<file path="config.mk">
export PLATFORM = sky130hd
export DESIGN_NAME = rr_arb_mux
export DESIGN_NICKNAME = d
export VERILOG_FILES = /design/src/rtl/rr_arb_mux.sv
export SDC_FILE = /design/constraint.sdc
export NUM_CORES = 1
export LEC_CHECK = 0
export CAP_MARGIN = 20
export CORE_MARGIN = 2
export CORE_UTILIZATION = 30
export CTS_CLUSTER_SIZE = 14
export DETAILED_ROUTE_END_ITERATION = 6
export PLACE_DENSITY = 0.64
export SLEW_MARGIN = 20
export SYNTH_ARGS = -nofsm -noshare
export SYNTH_HDL_FRONTEND = slang
export SYNTH_SLANG_ARGS = --single-unit
</file>
<file path="constraint.sdc">
create_clock -name clk -period 8.22 [get_ports clk]
set_input_delay 2.055 -clock clk [delete_from_list [all_inputs] [get_ports clk]]
set_output_delay 2.055 -clock clk [all_outputs]
set_load 0.03 [all_outputs]
</file>
<file path="src/rtl/rr_arb_mux.sv">
// Multi-channel packet mux with one registered output stage.
// An internal round-robin or fixed-priority arbiter holds its grant until in_last.
module rr_arb_mux #(
    parameter int N        = 32,
    parameter int CHANNELS = 8,
    parameter int MODE     = 0
) (
    input  logic                          clk,
    input  logic                          rst,
    input  logic [CHANNELS*N-1:0]         in_data,
    input  logic [CHANNELS-1:0]           in_valid,
    input  logic [CHANNELS-1:0]           in_last,
    output logic [CHANNELS-1:0]           in_ready,
    output logic [N-1:0]                  out_data,
    output logic                          out_last,
    output logic [$clog2(CHANNELS)-1:0]   out_sel,
    output logic                          out_valid,
    input  logic                          out_ready,
    output logic                          dbg_state_o
);
    localparam int SW = $clog2(CHANNELS);

    // Handshake: a beat moves on any interface in a cycle where its valid and
    // ready are both high at the rising edge; valid never waits on ready.
    typedef enum logic {
        ST_IDLE   = 1'b0,
        ST_LOCKED = 1'b1
    } state_t;

    state_t         state_q, state_d;
    logic [SW-1:0]  lock_q, lock_d;
    logic [SW-1:0]  ptr_q, ptr_d;
    logic [N-1:0]   out_data_q, out_data_d;
    logic           out_last_q, out_last_d;
    logic [SW-1:0]  out_sel_q, out_sel_d;
    logic           out_valid_q, out_valid_d;

    logic           load;
    logic           grant_vld;
    logic [SW-1:0]  grant_ch;
    logic [SW-1:0]  search_start;
    logic [N-1:0]   sel_data;
    logic           sel_last;
    logic           sel_valid;
    logic           xfer;

    function automatic logic [SW-1:0] search_idx(input logic [SW-1:0] start, input int step);
        int raw;
        raw = int'(start) + step;
        if (raw >= CHANNELS) raw = raw - CHANNELS;
        return SW'(raw);
    endfunction

    assign load         = !out_valid_q || out_ready;
    assign search_start = (MODE == 0) ? ptr_q : '0;

    // While locked the grant is fixed, so in_ready never looks at in_valid.
    always_comb begin
        grant_vld = 1'b0;
        grant_ch  = '0;
        if (state_q == ST_LOCKED) begin
            grant_vld = 1'b1;
            grant_ch  = lock_q;
        end else begin
            for (int i = 0; i < CHANNELS; i++) begin
                if (!grant_vld && in_valid[search_idx(search_start, i)]) begin
                    grant_vld = 1'b1;
                    grant_ch  = search_idx(search_start, i);
                end
            end
        end
    end

    always_comb begin
        sel_data  = '0;
        sel_last  = 1'b0;
        sel_valid = 1'b0;
        in_ready  = '0;
        for (int c = 0; c < CHANNELS; c++) begin
            if (grant_ch == SW'(c)) begin
                sel_data    = in_data[c*N +: N];
                sel_last    = in_last[c];
                sel_valid   = in_valid[c];
                in_ready[c] = !rst && load && grant_vld;
            end
        end
    end

    assign xfer = !rst && load && grant_vld && sel_valid;

    always_comb begin
        state_d     = state_q;
        lock_d      = lock_q;
        ptr_d       = ptr_q;
        out_data_d  = out_data_q;
        out_last_d  = out_last_q;
        out_sel_d   = out_sel_q;
        out_valid_d = out_valid_q;
        if (xfer) begin
            out_data_d  = sel_data;
            out_last_d  = sel_last;
            out_sel_d   = grant_ch;
            out_valid_d = 1'b1;
            if (sel_last) begin
                state_d = ST_IDLE;
                if (MODE == 0) begin
                    ptr_d = (grant_ch == SW'(CHANNELS - 1)) ? '0 : grant_ch + 1'b1;
                end
            end else begin
                state_d = ST_LOCKED;
                lock_d  = grant_ch;
            end
        end else if (out_valid_q && out_ready) begin
            out_valid_d = 1'b0;
        end
    end

    always_ff @(posedge clk) begin
        if (rst) begin
            state_q     <= ST_IDLE;
            lock_q      <= '0;
            ptr_q       <= '0;
            out_data_q  <= '0;
            out_last_q  <= 1'b0;
            out_sel_q   <= '0;
            out_valid_q <= 1'b0;
        end else begin
            state_q     <= state_d;
            lock_q      <= lock_d;
            ptr_q       <= ptr_d;
            out_data_q  <= out_data_d;
            out_last_q  <= out_last_d;
            out_sel_q   <= out_sel_d;
            out_valid_q <= out_valid_d;
        end
    end

    assign out_data    = out_data_q;
    assign out_last    = out_last_q;
    assign out_sel     = out_sel_q;
    assign out_valid   = out_valid_q;
    assign dbg_state_o = (state_q == ST_LOCKED);

endmodule

</file>
# Word-level counts from Yosys, hierarchy flattened
# Index checks and enable logic that the tools add are counted.
# W data, S select, Z words.
[op_classes] add_sub_neg=16 magnitude_cmp=16 n_eq_ne=7 n_mux=93 n_bitwise=1 reduce_logical=25
[op_table] cell="$mux W32" n=8
[op_table] cell="$mux W3" n=26
[op_table] cell="$mux W1" n=51
[op_table] cell="$lt A3 B4 Y1 const B" n=8
[op_table] cell="$ge A4 B4 Y1 const B" n=7
[op_table] cell="$bmux W1 S3" n=8
[op_table] cell="$sub A3 B1 Y3 const B" n=8
[op_table] cell="$add A3 B3 Y4 const B" n=4
[op_table] cell="$eq A3 B3 Y1 const B" n=4
[op_table] cell="$logic_and A1 B1 Y1" n=11
[op_table] cell="$logic_not A1 Y1" n=9
[op_table] cell="$add A3 B2 Y4 const B" n=2
[op_table] cell="$eq A3 B2 Y1 const B" n=2
[op_table] cell="$add A3 B1 Y4 const B" n=1
[op_table] cell="$ge A3 B4 Y1 const B" n=1
[op_table] cell="$reduce_and A2 Y1" n=2
[op_table] cell="$add A3 B1 Y3 const B" n=1
[op_table] cell="$eq A3 B1 Y1 const B" n=1
[op_table] cell="$logic_not A3 Y1" n=1
[op_table] cell="$reduce_bool A2 Y1" n=1
[op_table] cell="$logic_or A1 B1 Y1" n=1
[op_table] cell="$not A1 Y1" n=1
[word_totals] ff_bits=44 in_bits=275 out_inout_bits=46

# Depth between registers and ports, before layout
[depth] depth_word=46 depth_mapped=28

# Worst setup path after synthesis
# OpenSTA, ideal clock, no wires.
[synth_timing] path_type="input port to output port" start="input port in_valid[3]" end="output port in_ready[3]" t_arrival_ns=5.624 setup_slack_ns=0.541 path_stages=14 path_buffers=3 cell_sequence="mux4_2 > a221oi_1 > a32oi_1 > or2_2 > o311ai_0 > a21oi_1 > o21a_1 > o21ai_1 > ha_1 > ha_1 > clkbuf_1 > clkbuf_1 > clkbuf_1 > and2_1"
[synth_between] elab_chain_cells=34
[synth_lines] item="from (decl)" line="11" source="input logic [CHANNELS-1:0] in_valid,"
[synth_lines] item="$bmux W1 S3" line="66" source="if (!grant_vld && in_valid[search_idx(search_start, i)]) begin"
[synth_lines] item="$mux W1 (not written as such)" line="66"
[synth_lines] item="$mux W1" line="66"
[synth_lines] item="$mux W1" line="61" source="if (state_q == ST_LOCKED) begin"
[synth_lines] item="$logic_not A1 Y1" line="66"
[synth_lines] item="$logic_and A1 B1 Y1" line="66"
[synth_lines] item="$mux W1" line="66"
[synth_lines] item="$mux W1" line="61"
[synth_lines] item="[... 19 more ...]"
[synth_lines] item="$mux W1" line="61"
[synth_lines] item="$logic_not A1 Y1" line="66"
[synth_lines] item="$logic_and A1 B1 Y1" line="66"
[synth_lines] item="$mux W3 *" line="66"
[synth_lines] item="$mux W3 *" line="61"
[synth_lines] item="named net grant_ch[0]" line="40" source="logic [SW-1:0] grant_ch;"
[synth_lines] item="$eq A3 B2 Y1 *" line="80" source="if (grant_ch == SW'(c)) begin"
[synth_lines] item="$mux W1 *" line="80"
[synth_lines] item="to (decl)" line="13" source="output logic [CHANNELS-1:0] in_ready,"
# The timed path passes the listed nets; every way through them passes the cells marked *. The select of a mux whose other input is x is not followed.

# Worst setup path after layout
[layout_timing] start="input port in_valid[0]" end="output port in_ready[4]"
[layout_between] elab_chain_cells=34
[layout_lines] item="$bmux W1 S3" line="66"
[layout_lines] item="$mux W1 (not written as such)" line="66"
[layout_lines] item="$mux W1" line="66"
[layout_lines] item="$mux W1" line="61"
[layout_lines] item="$logic_not A1 Y1" line="66"
[layout_lines] item="$logic_and A1 B1 Y1" line="66"
[layout_lines] item="$mux W1" line="66"
[layout_lines] item="$mux W1" line="61"
[layout_lines] item="[... 19 more ...]"
[layout_lines] item="$mux W1" line="61"
[layout_lines] item="$logic_not A1 Y1" line="66"
[layout_lines] item="$logic_and A1 B1 Y1" line="66"
[layout_lines] item="$mux W3 *" line="66"
[layout_lines] item="$mux W3 *" line="61"
[layout_lines] item="named net grant_ch[1]" line="40"
[layout_lines] item="$eq A3 B3 Y1 *" line="80"
[layout_lines] item="$mux W1 *" line="80"
# Marks and branches as above.

==> impl_metrics.yaml <==
floorplanning:
  initial_utilization: 0.303
  coreArea_um2: 18500
  io_pins: 321
  die-height_um: 141
  rows: 50
  die_w_um: 141
  die-area_um2: 19800
grt:
  antenna_found_initial: 0
  grt_pass1_vias: 6762
  grt_pass1_wl_um: 38300
  grt_use_total: 0.245
  grt_max_degree: 83
  grt_overflow_total: 0
critical_path:
  critPathCapture: "in_ready[4]"
  cp_max_fo: 7
  worstPathRequired_ns: 6.17
  slowest_delay_ns: 0.66
  reg2regPathDepth: 23
  crit_top_cell: "clkdlybuf4s50_1"
  start_kind: "input pin"
  cp_cell_sequence: "clkdlybuf4s50_1 -> mux4_2 -> a221oi_2 -> a32oi_1 -> or2_2 -> o32a_1 -> a221o_1 -> mux2_2 -> inv_1 -> ha_2 -> and3_1 -> clkdlybuf4s50_1"
  rrSetupSlack_ns: 1.45
  crit_buf_inv: 3
  r2r_end: "ptr_q[2]"
  endpoint_kind: "output port"
  crit_slowest_cell: "clkdlybuf4s50_1"
  startpoint: "in_valid[0]"
  crit_family: "buffers and inverters"
  crit_cells: 12
  worst_ep_arrival_time_ns: 5.95
  timing.rr.start: "ptr_q[1]"
  worstSetupPathType: "in -> out"
synthesis:
  syn_avg_cell_area_um2: 7.29
  yosys-mux-area-fraction: 0.139
  synth.top_cell.area_share: 0.157
  synthDistinctLibCells: 65
  synth-xor-area-share: 0.00781
  synthSimpleGateAreaFrac: 0.172
  async_reset_ff_frac: 0
  synth_top_area_cell: "dfxtp_1"
  yosysMostFrequentCell: "a21oi_1"
  netlist_area_um2: 5610
  synth_common_cells: "a21oi_1, nand2_1, o21ai_0, clkbuf_1, nor2_1"
  ys_seq_area_frac: 0.157
  ys_ff_latch: 44
  synth_area_leaders: "dfxtp_1, a21oi_1, mux2i_1, o21ai_0, nand2_1"
  synth_compound_area_frac: 0.407
  synth_top_family_by_area: "compound AO/OA/AOI/OAI gates"
  synth_fa_ha_area_frac: 0.0178
  syn_inst: 769
  ys.flop_type: "dfxtp_1"
  synth_edf_count: 0
  yosys_warnings: 0
  synth_nets: 1052
cts:
  cts_tree: "yes"
  cts.repair.resized: 0
  cts_sinks: 44
  cts_root_buf: "clkbuf_16"
  htreeDepth: 2
  cts.path.max_buffers: 2
  clock_latency_ns: 0.30
  cts-buffers-inserted: 5
  postCtsSetupBuffers: 0
  cts_hold_buf: 0
  clk_transition_reported_paths_ns: 0.06
cells_and_area:
  drive_gt1_frac: 0.100
  antenna_cells: 0
  nNetsFinal: 1328
  seqCellArea_um2: 881
  fillers: 1854
  multi_input_area_um2: 4210
  synthToLayoutAreaGrowth_pct: 63.2
sta:
  fin_tns_setup_ns: 0
  slew_viol_final: 0
  report.final.setup_viol: 0
  rsz0062_at_grt: "no"
  fin_crit_ns: 8.01
  timing.final.crit_share: 0.974
  worstMarginPinSlew_ns: 0.822
  timing.fmax_mhz: 125
  fin_skew_ns: 0.00415
  final_hold_viol_count: 0
  slew_headroom: 0.452
route:
  drc: 0
  drt_iter0_drc: 377
  drt_first_pass_iters: 5
  viasPerCell: 5.39
  num_vias: 6899
  wire_per_inst_um: 19.6
  wl_um: 25100
  ant_nets: 0
placement:
  portBuffers: 320
  hpwlAfterDp_um: 18900
  gp_congestion: 0.862
run_status:
  status: "completed"
min_path:
  holdCritPathClass: "reg -> reg"
run:
  drv_cap: 0
## kinds of logic after synthesis
kind of cell / count (synthesis)
muxes: 63
adders and majority gates: 8
and+or+nand+nor: 204
xor gates and xnor gates: 5
buffers and inverters: 124
AOI/OAI and AO/OA: 321
DFF: 44
## per-stage QoR
step	setup slack, ns	utilization	area [um2]	hold WS (ns)	cells
3_3_place_gp	0.182	0.486	9000	0.445	1272
4_1_cts	0.0949	0.494	9150	0.461	1280
3_5_place_dp	0.131	0.486	9000	0.446	1272
6_report	0.212	0.494	9150	0.459	1280
2_1_floorplan	0.541	-	5610	0.450	769
5_1_grt	0.0552	0.494	9150	0.476	1280
## registers in the layout, summed over array words and instances, names as in the netlist
| register | count |
|---|---|
| out_valid | 1 |
| out_last | 1 |
| out_sel | 3 |
| lock_q | 3 |
| out_data | 32 |
| dbg_state_o | 1 |
| ptr_q | 3 |
## cells in the final DEF (no fill, tap or decap), types with 20 or more instances in the layout
cell type,n
a21oi_1,86
and3_1,38
buf_4,32
clkdlybuf4s50_1,316
dfxtp_1,44
inv_1,39
mux2i_1,38
nand2_1,83
nor2_1,48
o211ai_2,20
o21ai_0,71
o2bb2ai_1,32
o31ai_1,30
## per-layer routing
| metal | global-route usage | routed length (um) | vias to the layer above |
|---|---|---|---|
| met5 | 0 | 0 | - |
| met4 | 0.0779 | 739 | 0 |
| met3 | 0.0557 | 1640 | 45 |
| met2 | 0.427 | 12200 | 252 |
| met1 | 0.300 | 10500 | 3177 |
| li1 | - | - | 3425 |
## how the worst min path moves through the flow
| stage | startpoint | end | cells past startpoint |
|---|---|---|---|
| after floorplan | lock_q[1] | lock_q[1] | 2 |
| after global placement | out_data[4] | out_data[4] | 1 |
| after detailed placement | out_data[18] | out_data[18] | 1 |
| after CTS | out_sel[0] | out_sel[0] | 2 |
| after global routing | out_data[28] | out_data[28] | 1 |
| final | out_data[15] | out_data[15] | 1 |
## layout make-up
cell class                 instances  area share
clock buffer                       8      0.0160
inverter                          42      0.0172
multi-input combinational        601       0.460
sequential                        44      0.0962
tap                              234      0.0320
timing repair buffer             351       0.378
Power is left out: the tool's default activity adds up to more than one toggle a clock period on the data nets, which glitch-free logic cannot reach.
